`config.mk`:
```
export PLATFORM = sky130hd
export DESIGN_NAME = network_packet_assembler
export DESIGN_NICKNAME = d
export VERILOG_FILES = /design/src/rtl/network_packet_assembler.sv
export SDC_FILE = /design/constraint.sdc
export NUM_CORES = 1
export LEC_CHECK = 0
export ABC_CLOCK_PERIOD_IN_PS = 2900
export CORE_ASPECT_RATIO = 2
export CORE_MARGIN = 1.5
export CORE_UTILIZATION = 48
export CTS_BUF_LIST = sky130_fd_sc_hd__clkbuf_8
export CTS_CLUSTER_SIZE = 14
export DETAILED_ROUTE_END_ITERATION = 10
export PLACE_DENSITY = 0.79
export SLEW_MARGIN = 20
export SYNTH_ARGS = -nofsm -noshare
export SYNTH_HDL_FRONTEND = slang
export SYNTH_SLANG_ARGS = --single-unit
```
`constraint.sdc`:
```
create_clock -name clk_i -period 2.9 [get_ports clk_i]
set_clock_uncertainty 0.1 [all_clocks]
set_input_delay 0.58 -clock clk_i [delete_from_list [all_inputs] [get_ports clk_i]]
set_output_delay 0.58 -clock clk_i [all_outputs]
set_load 0.01 [all_outputs]
```
`src/rtl/network_packet_assembler.sv`:
```
// Reassembles typed header/body/tail flits into one wide packet word.
// Define NETWORK_PACKET_ASSEMBLER_TIMEOUT_EN to abandon stalled partial packets.
module network_packet_assembler #(
  parameter int unsigned FlitWidth         = 64,
  parameter int unsigned MaxFlitsPerPacket = 4,
  parameter int unsigned TimeoutCycles     = 256
) (
  input  logic                                   clk_i,
  input  logic                                   rst_ni,
  input  logic [FlitWidth-1:0]                   flit_i,
  input  logic [1:0]                             flit_type_i,
  input  logic                                   flit_valid_i,
  output logic                                   flit_ready_o,
  output logic [FlitWidth*MaxFlitsPerPacket-1:0] packet_data_o,
  output logic [$clog2(MaxFlitsPerPacket+1)-1:0] packet_len_o,
  output logic                                   packet_trunc_o,
  output logic                                   packet_valid_o,
  input  logic                                   packet_ready_i,
  output logic                                   error_o
);

  localparam int unsigned LenW  = $clog2(MaxFlitsPerPacket + 1);
  localparam int unsigned DataW = FlitWidth * MaxFlitsPerPacket;

  localparam logic [1:0] TypeHead     = 2'b00;
  localparam logic [1:0] TypeTail     = 2'b10;
  localparam logic [1:0] TypeHeadTail = 2'b11;

  typedef enum logic [1:0] {
    IDLE,
    COLLECT,
    HOLD
  } state_e;

  state_e           state_q, state_d;
  logic [DataW-1:0] data_q, data_d;
  logic [LenW-1:0]  len_q, len_d;
  logic             trunc_q, trunc_d;
  logic             error_q, error_d;
  logic             flit_hs;
  logic             is_head;

`ifdef NETWORK_PACKET_ASSEMBLER_TIMEOUT_EN
  localparam int unsigned CntW = $clog2(TimeoutCycles + 1);
  logic [CntW-1:0] cnt_q, cnt_d;
`endif

  // Ready is held low while reset is asserted, then tracks the state.
  assign flit_ready_o = rst_ni & (state_q != HOLD);
  assign flit_hs      = flit_valid_i & flit_ready_o;
  assign is_head      = (flit_type_i == TypeHead) |
                        (flit_type_i == TypeHeadTail);

  always_comb begin
    state_d = state_q;
    data_d  = data_q;
    len_d   = len_q;
    trunc_d = trunc_q;
    error_d = 1'b0;
`ifdef NETWORK_PACKET_ASSEMBLER_TIMEOUT_EN
    cnt_d   = '0;
`endif
    unique case (state_q)
      IDLE: begin
        if (flit_hs) begin
          if (is_head) begin
            data_d                  = '0;
            data_d[FlitWidth-1:0]   = flit_i;
            len_d                   = LenW'(1);
            trunc_d                 = 1'b0;
            state_d = (flit_type_i == TypeHeadTail) ? HOLD : COLLECT;
          end else begin
            error_d = 1'b1;
          end
        end
      end
      COLLECT: begin
        if (flit_hs) begin
          if (is_head) begin
            error_d                 = 1'b1;
            data_d                  = '0;
            data_d[FlitWidth-1:0]   = flit_i;
            len_d                   = LenW'(1);
            trunc_d                 = 1'b0;
            state_d = (flit_type_i == TypeHeadTail) ? HOLD : COLLECT;
          end else begin
            if (len_q < LenW'(MaxFlitsPerPacket)) begin
              for (int k = 0; k < int'(MaxFlitsPerPacket); k++) begin
                if (len_q == LenW'(k)) begin
                  data_d[k*FlitWidth +: FlitWidth] = flit_i;
                end
              end
              len_d = len_q + LenW'(1);
            end else begin
              trunc_d = 1'b1;
            end
            if (flit_type_i == TypeTail) begin
              state_d = HOLD;
            end
          end
        end
`ifdef NETWORK_PACKET_ASSEMBLER_TIMEOUT_EN
        else if (cnt_q == CntW'(TimeoutCycles - 1)) begin
          error_d = 1'b1;
          state_d = IDLE;
        end else begin
          cnt_d = cnt_q + CntW'(1);
        end
`endif
      end
      HOLD: begin
        if (packet_ready_i) begin
          state_d = IDLE;
        end
      end
      default: state_d = IDLE;
    endcase
  end

  always_ff @(posedge clk_i or negedge rst_ni) begin
    if (!rst_ni) begin
      state_q <= IDLE;
      data_q  <= '0;
      len_q   <= '0;
      trunc_q <= 1'b0;
      error_q <= 1'b0;
`ifdef NETWORK_PACKET_ASSEMBLER_TIMEOUT_EN
      cnt_q   <= '0;
`endif
    end else begin
      state_q <= state_d;
      data_q  <= data_d;
      len_q   <= len_d;
      trunc_q <= trunc_d;
      error_q <= error_d;
`ifdef NETWORK_PACKET_ASSEMBLER_TIMEOUT_EN
      cnt_q   <= cnt_d;
`endif
    end
  end

  assign packet_valid_o = (state_q == HOLD);
  assign packet_data_o  = data_q;
  assign packet_len_o   = len_q;
  assign packet_trunc_o = trunc_q;
  assign error_o        = error_q;

endmodule

```
Yosys cells after proc, flatten, opt, wreduce, memory -nomap -nowiden
Index checks and enable logic that the tools add are counted.
{"block": "word_totals", "register_bits": 263, "latch_bits": 0, "mem_bits_rw": 0, "romBits": 0, "inputBits": 70, "out_inout_bits": 263, "wordCells": 78, "memories": 0}
{"block": "classes", "addsub": 1, "n_mul": 0, "div_mod_pow": 0, "order_cmp": 1, "eq_ne": 19, "shifts": 0, "muxes": 35, "bitwise_logic": 3, "n_reduce_logical": 11}
{"op": "$mux W256", "count": 5}
{"op": "$pmux W256 S2", "count": 1}
{"op": "$mux W64", "count": 4}
{"op": "$reduce_and A6 Y1", "count": 4}
{"op": "$ne A3 B3 Y1 const B", "count": 7}
{"op": "$mux W3", "count": 5}
{"op": "$reduce_and A5 Y1", "count": 3}
{"op": "$mux W2", "count": 7}
{"op": "$mux W1", "count": 9}
{"op": "$ne A2 B2 Y1 const B", "count": 4}
{"op": "$eq A2 B2 Y1 const B", "count": 3}
{"op": "$eq A3 B2 Y1 const B", "count": 2}
{"op": "$pmux W2 S3", "count": 1}
{"op": "$pmux W3 S2", "count": 1}
{"op": "$logic_not A2 Y1", "count": 2}
{"op": "$pmux W1 S2", "count": 2}
{"op": "$add A3 B1 Y3 const B", "count": 1}
{"op": "$eq A3 B1 Y1 const B", "count": 1}
{"op": "$logic_not A3 Y1", "count": 1}
{"op": "$lt A3 B3 Y1 const B", "count": 1}
{"op": "$and A1 B1 Y1", "count": 2}
{"op": "$eq A2 B1 Y1 const B", "count": 1}
{"op": "$ne A2 B1 Y1 const B", "count": 1}
{"op": "$reduce_bool A2 Y1", "count": 1}
{"op": "$or A1 B1 Y1", "count": 1}

Longest topological paths before layout
Gate-level depths: netlist of the first run.
{"block": "depth", "word_depth": 6, "mapped_depth": 8, "mapped_depth_nobuf": 5}

Worst setup path before layout of the first run
No wires, ideal clock.
{"block": "synth_timing", "kind": "input port to flip-flop", "startpoint": "in flit_type_i[0]", "endpoint": "reg data_q[29] (netlist: packet_data_o[29])", "setup_time_ns": 0.125, "arrival_time_ns": 2.268, "t_required_ns": 2.675, "setup_slack_ns": 0.407, "path_stages": 7, "n_path_buf": 2, "path_cell_list": "inv_1 > ha_1 > and3b_1 > buf_4 > a221oi_4 > buf_6 > mux2_2"}
{"block": "synth_between", "elab_chain_cells": 5, "word_cells_on_any_way": 10, "classes_between": "4 x eq/ne; 3 x mux; 1 x bitwise; 2 x reduce/logical"}
{"element": "start, declared", "line": "11", "text": "input logic [1:0] flit_type_i,"}
{"element": "$eq A2 B2 Y1 / $logic_not A2 Y1 (equally long branches)", "line": "52, 51"}
{"element": "$or A1 B1 Y1 *", "line": "51", "text": "assign is_head = (flit_type_i == TypeHead) |"}
{"element": "$mux W256", "line": "79", "text": "if (is_head) begin"}
{"element": "$mux W256", "line": "78", "text": "if (flit_hs) begin"}
{"element": "$pmux W256 S2", "line": "63", "text": "unique case (state_q)"}
{"element": "end signal, assigned", "line": "132", "text": "data_q <= data_d;"}
{"element": "end, declared", "line": "36", "text": "logic [DataW-1:0] data_q, data_d;"}
Mark *: on every way between the ends. The rest lies on a longest branch, timed or not. The select of a mux whose other input is x is not followed.
A chain may end at the register's enable or synchronous reset.

Worst setup path after layout of the first run
{"block": "layout_timing", "startpoint": "in rst_ni", "endpoint": "out flit_ready_o"}
{"block": "layout_between", "elab_chain_cells": 1}
{"element": "start, declared", "line": "9", "text": "input logic rst_ni,"}
{"element": "$and A1 B1 Y1", "line": "49", "text": "assign flit_ready_o = rst_ni & (state_q != HOLD);"}
{"element": "end, declared", "line": "13", "text": "output logic flit_ready_o,"}
No other way between the ends.

==> results.yml, run 1 <==
logic_synthesis:
  yosysWarnings: 0
  synth_seq_cells: 263
  synth_area_per_cell_um2: 15.5
  async_flop_share: 1.00
  synth-edff-count: 0
  synth_nets: 755
  synth_cells: 676
  ys.flop_type: "dfrtp_1"
  synth.distinct_cells: 29
  ys_seq_area_frac: 0.626
  synth_area_mm2: 0.0105
place:
  port-buffer-count: 332
  hpwl_um: 19900
  gp_routability_congestion: 0.812
  place_area_mm2: 0.0141
setup_path:
  slowest_delay_ns: 0.56
  setup.worst_path.class: "input pin to primary output"
  rr_endpoint: "packet_data_o[46]$_DFFE_PN0P_"
  critPathSlowestCell: "dlygate4sd3_1"
  crit_path_end_kind: "primary output"
  startpoint: "rst_ni"
  cp.required_ns: 2.22
  rr_worst_depth: 4
  cp.arrival_ns: 2.06
  path_cells: "dlygate4sd3_1 -> buf_8 -> and2_1 -> clkdlybuf4s50_1"
  cp-start-kind: "input pin"
  crit_buf_inv: 3
  rrSetupSlack_ns: 0.64
  critPathTopFamily: "buffers and inverters"
  crit_fanout: 26
  r2r-start: "packet_len_o[2]$_DFFE_PN0P_"
power_and_ir_drop:
  ir_drop_mv: 0.553
  pwr_density_cell_mw_per_mm2: 797
  p_leak_nw: 6.77
sta:
  clock.fmax_ghz: 0.365
  final-hold-violation-count: 0
  slew_headroom: 0.374
  hold_slack_ns: 0.371
  period_share: 0.945
  min_period_ns: 2.74
  rsz0062_at_grt: "no"
  tightestPinTransition_ns: 0.939
  setup_viol: 0
  maxSlewViolCount: 0
final_layout:
  drive_gt1_frac: 0.250
  layout.nets: 1107
  fin_area_mm2: 0.0149
  syn2layout_area_growth_pct: 41.8
  layout_common_cells: "331 x clkdlybuf4s50_1, 263 x dfrtp_1, 179 x mux2_2, 65 x and2_1, 64 x a22o_1"
  layout_commonest_cell: "clkdlybuf4s50_1"
floorplanning:
  coreArea_mm2: 0.0215
  dieArea_mm2: 0.0228
  die_w_um: 108
  ios: 333
  initial_utilization: 0.489
  die_h_um: 212
  rows: 76
drt:
  vias: 7127
  drt_wl_total_um: 28300
  drc: 0
  drt-initial-drc-count: 293
  dr.pass1.iters: 4
  wire_per_inst_um: 21.3
  viasPerCell: 5.37
  ant_nets: 0
clock_network:
  post_cts_buffers: 0
  cts_tree: "built"
  cts_resized: 0
  clk_latency_ns: 0.53
  htree_levels: 2
  cts_buffer_depth: 3
  cts-root-buf: "clkbuf_8"
  numCtsBuffers: 38
  cts_sinks: 263
  clkTransAtPathRegs_ns: 0.06
grt:
  antenna_found_initial: 2
  grt_max_degree: 166
  grt.total_usage: 0.250
  overflow: 0
  grt_pass1_vias: 7571
  grt_pass1_wl_um: 43500
job:
  maxCapViolCount: 0
worst_hold_path:
  hp-class: "input pin to asynchronous set/reset pin"
outcome:
  status: "completed"
metrics by stage:
stage                     utilization  TNS (ns)  power [W]  cells  setup WS [ns]
after global routing            0.694         0     0.0124   1328          0.110
after detailed placement        0.657    -22.48    0.00901   1260         -0.135
after floorplan                     -         0    0.00662    676          0.407
after CTS                       0.693         0     0.0120   1326          0.142
after global placement          0.657    -16.33    0.00891   1260        -0.0970
final                           0.694         0     0.0119   1328          0.158
final cells by class:
class,count,area [um^2]
fill,1573,6580
sequential,263,6580
timing repair buffer,354,3630
multi-input combinational,363,3550
clock buffer,52,716
tap,273,342
clock inverter,13,55.1
inverter,8,30.0
antenna,2,5.00
synthesized netlist by cell type, types with 2 or more instances:
cell type | n | area (um^2)
a221oi_4 | 3 | 78.8
mux2_2 | 179 | 2020
buf_2 | 2 | 10.0
buf_6 | 25 | 282
buf_4 | 2 | 15.0
ha_1 | 9 | 113
nor2_1 | 3 | 11.3
mux2_1 | 16 | 180
dfrtp_1 | 263 | 6580
a22o_1 | 64 | 561
nand2b_1 | 4 | 25.0
clkbuf_1 | 12 | 45.0
nand2_1 | 4 | 15.0
and2_1 | 65 | 407
a21oi_1 | 4 | 20.0
inv_1 | 8 | 30.0
logic make-up (layout without fill, tap and decap cells):
| logic type | count (synthesis) | after routing | synth area share |
|---|---|---|---|
| and+or+nand+nor | 83 | 83 | 0.0489 |
| adders and majority gates | 9 | 9 | 0.0107 |
| other | 0 | 2 | 0 |
| muxes | 196 | 196 | 0.210 |
| DFF | 263 | 263 | 0.626 |
| AOI/OAI and AO/OA | 75 | 75 | 0.0676 |
| buffers and inverters | 50 | 427 | 0.0367 |
routing by layer:
layer / track usage / vias to the layer above / wire (um)
li1: - / 3122 / -
met4: 0.158 / 0 / 1890
met1: 0.265 / 3645 / 9710
met5: 0 / - / 0
met3: 0.0475 / 87 / 1490
met2: 0.447 / 273 / 15200
worst max path at each step:
stage	to	slack [ns]	cells after the start
floorplan	packet_data_o[29]$_DFFE_PN0P_	0.41	7
global placement	packet_data_o[125]$_DFFE_PN0P_	-0.1	8
detailed placement	packet_data_o[51]$_DFFE_PN0P_	-0.13	7
CTS	flit_ready_o	0.14	4
global route	flit_ready_o	0.11	4
finish	flit_ready_o	0.16	4
sequential cells by signal, indices dropped and copies added (netlist names):
signal and cells:
error_o 1, packet_data_o 256, packet_len_o 3, packet_trunc_o 1, state_q 2
repair_timing:
action,CTS,global route
setup endpoints to repair,0,0
hold buffers,1,0
endpoints found under the hold margin,21,0
power breakdown:
group | switching [W] | leakage [nW] | total [W] | internal (W)
Clock | 0.00138 | 0.435 | 0.00296 | 0.00159
Sequential | 0.000468 | 3.49 | 0.00498 | 0.00451
Combinational | 0.00163 | 2.85 | 0.00394 | 0.00231
Total | 0.00348 | 6.77 | 0.0119 | 0.00841
Power figures use the tool's default switching activity.
==> run 2: changes to the inputs <==
--- a/config.mk
+++ b/config.mk
@@ -6,8 +6,9 @@
 export NUM_CORES = 1
 export LEC_CHECK = 0
 export ABC_CLOCK_PERIOD_IN_PS = 2900
+export CAP_MARGIN = 10
 export CORE_ASPECT_RATIO = 2
-export CORE_MARGIN = 1.5
+export CORE_MARGIN = 2
 export CORE_UTILIZATION = 48
 export CTS_BUF_LIST = sky130_fd_sc_hd__clkbuf_8
 export CTS_CLUSTER_SIZE = 14
==> results.yml, run 2 (synthesis gave the netlist of run 1 again) <==
setup_path:
  crit_fanout: 19
  cp.arrival_ns: 2.03
  slowest_delay_ns: 0.57
  crit_path_end_kind: "primary output"
  crit_buf_inv: 3
  setup.worst_path.class: "input pin to primary output"
  cp-start-kind: "input pin"
  critPathTopFamily: "buffers and inverters"
  cp.required_ns: 2.22
  path_cells: "dlygate4sd3_1 -> buf_8 -> and2_1 -> clkdlybuf4s50_1"
  critPathSlowestCell: "dlygate4sd3_1"
job:
  maxCapViolCount: 0
power_and_ir_drop:
  power_switching_share: 0.294
  combPwrFrac: 0.336
  intPower_w: 0.00836
  p_clk_frac: 0.244
  pwr_density_cell_mw_per_mm2: 793
  power.switching_w: 0.00348
  p_leak_nw: 6.80
  seq_power_share: 0.420
  power_w: 0.0118
  ir_drop_mv: 0.590
sta:
  tightestPinTransition_ns: 0.900
  min_period_ns: 2.71
  final-hold-violation-count: 0
  rsz0062_at_grt: "no"
  setup_viol: 0
  period_share: 0.936
  maxSlewViolCount: 0
  clock.fmax_ghz: 0.369
  slew_headroom: 0.400
  hold_slack_ns: 0.370
clock_network:
  cts-root-buf: "clkbuf_8"
  cts_tree: "built"
  cts_sinks: 263
  cts_buffer_depth: 3
  post_cts_buffers: 0
  clk_latency_ns: 0.52
  numCtsBuffers: 38
  clkTransAtPathRegs_ns: 0.06
  htree_levels: 2
floorplanning:
  ios: 333
  die_w_um: 109
  initial_utilization: 0.489
  dieArea_mm2: 0.0232
  rows: 76
  die_h_um: 213
  coreArea_mm2: 0.0215
final_layout:
  layout_common_cells: "331 x clkdlybuf4s50_1, 263 x dfrtp_1, 179 x mux2_2, 65 x and2_1, 64 x a22o_1"
  layout_commonest_cell: "clkdlybuf4s50_1"
  syn2layout_area_growth_pct: 42.0
  largest_reg_flops: 256
  drive_gt1_frac: 0.249
  stdcell_count: 1333
  fill_cells: 1534
  layout.nets: 1112
grt:
  grt_pass1_wl_um: 44100
  grt.total_usage: 0.251
  grt_max_degree: 145
  grt_pass1_vias: 7760
  antenna_found_initial: 1
  overflow: 0
place:
  port-buffer-count: 332
  gp_routability_congestion: 0.845
  placed_cells: 1265
  hpwl_um: 20600
worst_hold_path:
  hp-class: "input pin to asynchronous set/reset pin"
drt:
  ant_nets: 0
  dr.pass1.iters: 4
  drt_wl_total_um: 28900
  drc: 0
  drt-initial-drc-count: 336
  viasPerCell: 5.30
  wire_per_inst_um: 21.7
  vias: 7061
outcome:
  status: "completed"
-- run 2: per-layer routing --
layer	vias to the layer above	wire length [um]	track usage
li1	3113	-	-
met1	3580	9810	0.268
met2	277	15700	0.453
met3	91	1540	0.0446
met4	0	1780	0.148
met5	-	0	0
-- run 2: worst register-to-register path: stages, from the launching register on --
cell and delay [ns]:
dfrtp_1 0.44, nand2b_1 0.39, a221oi_4 0.50, buf_12 0.29
mux2_2 0.39
-- run 2: cell type report --
| cell class | instances | area [um^2] | area share |
|---|---|---|---|
| diodes | 1 | 2.50 | 0.000168 |
| clock buffers | 46 | 633 | 0.0424 |
| clock inverters | 20 | 109 | 0.00729 |
| inverters | 8 | 30.0 | 0.00201 |
| multi-input cells | 363 | 3550 | 0.238 |
| flip-flops and latches | 263 | 6580 | 0.441 |
| well taps | 273 | 342 | 0.0229 |
| repair buffers | 359 | 3680 | 0.247 |
-- run 2: final timing paths --
check	endpoint	slack [ns]	start	cells after the start
max	flit_ready_o	0.19	rst_ni	4
min	packet_data_o[95]$_DFFE_PN0P_	0.37	rst_ni	2
max reg2reg	packet_data_o[49]$_DFFE_PN0P_	0.68	packet_len_o[2]$_DFFE_PN0P_	4
min reg2reg	packet_data_o[26]$_DFFE_PN0P_	0.38	packet_data_o[26]$_DFFE_PN0P_	1
max in group asynchronous	packet_data_o[235]$_DFFE_PN0P_	1.20	rst_ni	3
min in group clk_i	packet_data_o[26]$_DFFE_PN0P_	0.38	packet_data_o[26]$_DFFE_PN0P_	1
-- run 2: power groups by stage --
| stage | Sequential (W) | Combinational (W) | Clock (W) |
|---|---|---|---|
| 4_1_cts | 0.00498 | 0.00403 | 0.00297 |
| 3_5_place_dp | 0.00504 | 0.00402 | 0 |
| 6_report | 0.00497 | 0.00398 | 0.00289 |
| 2_1_floorplan | 0.00538 | 0.00124 | 0 |
| 5_1_grt | 0.00508 | 0.00420 | 0.00314 |
| 3_3_place_gp | 0.00500 | 0.00395 | 0 |
-- run 2: metrics by stage --
stage                      util  instance area, um^2  TNS (ns)  setup slack [ns]
final                     0.695                14900         0             0.186
after global routing      0.695                14900         0             0.139
after CTS                 0.694                14900         0             0.184
after detailed placement  0.659                14200    -21.40            -0.130
after global placement    0.659                14200    -15.87            -0.104
after floorplan               -                10500         0             0.407
-- run 2: repair_timing --
action	4_1_cts	5_1_grt
hold buffers	1	0
gates resized for setup	0	0
endpoints found under the hold margin	13	0
==> run 3: changes to the inputs <==
--- a/config.mk
+++ b/config.mk
@@ -14,7 +14,7 @@
 export CTS_CLUSTER_SIZE = 14
 export DETAILED_ROUTE_END_ITERATION = 10
 export PLACE_DENSITY = 0.79
-export SLEW_MARGIN = 20
+export SLEW_MARGIN = 10
 export SYNTH_ARGS = -nofsm -noshare
 export SYNTH_HDL_FRONTEND = slang
 export SYNTH_SLANG_ARGS = --single-unit
==> results of run 3 <==
No change in the layout: final DEF, timing and power equal those of run 2.
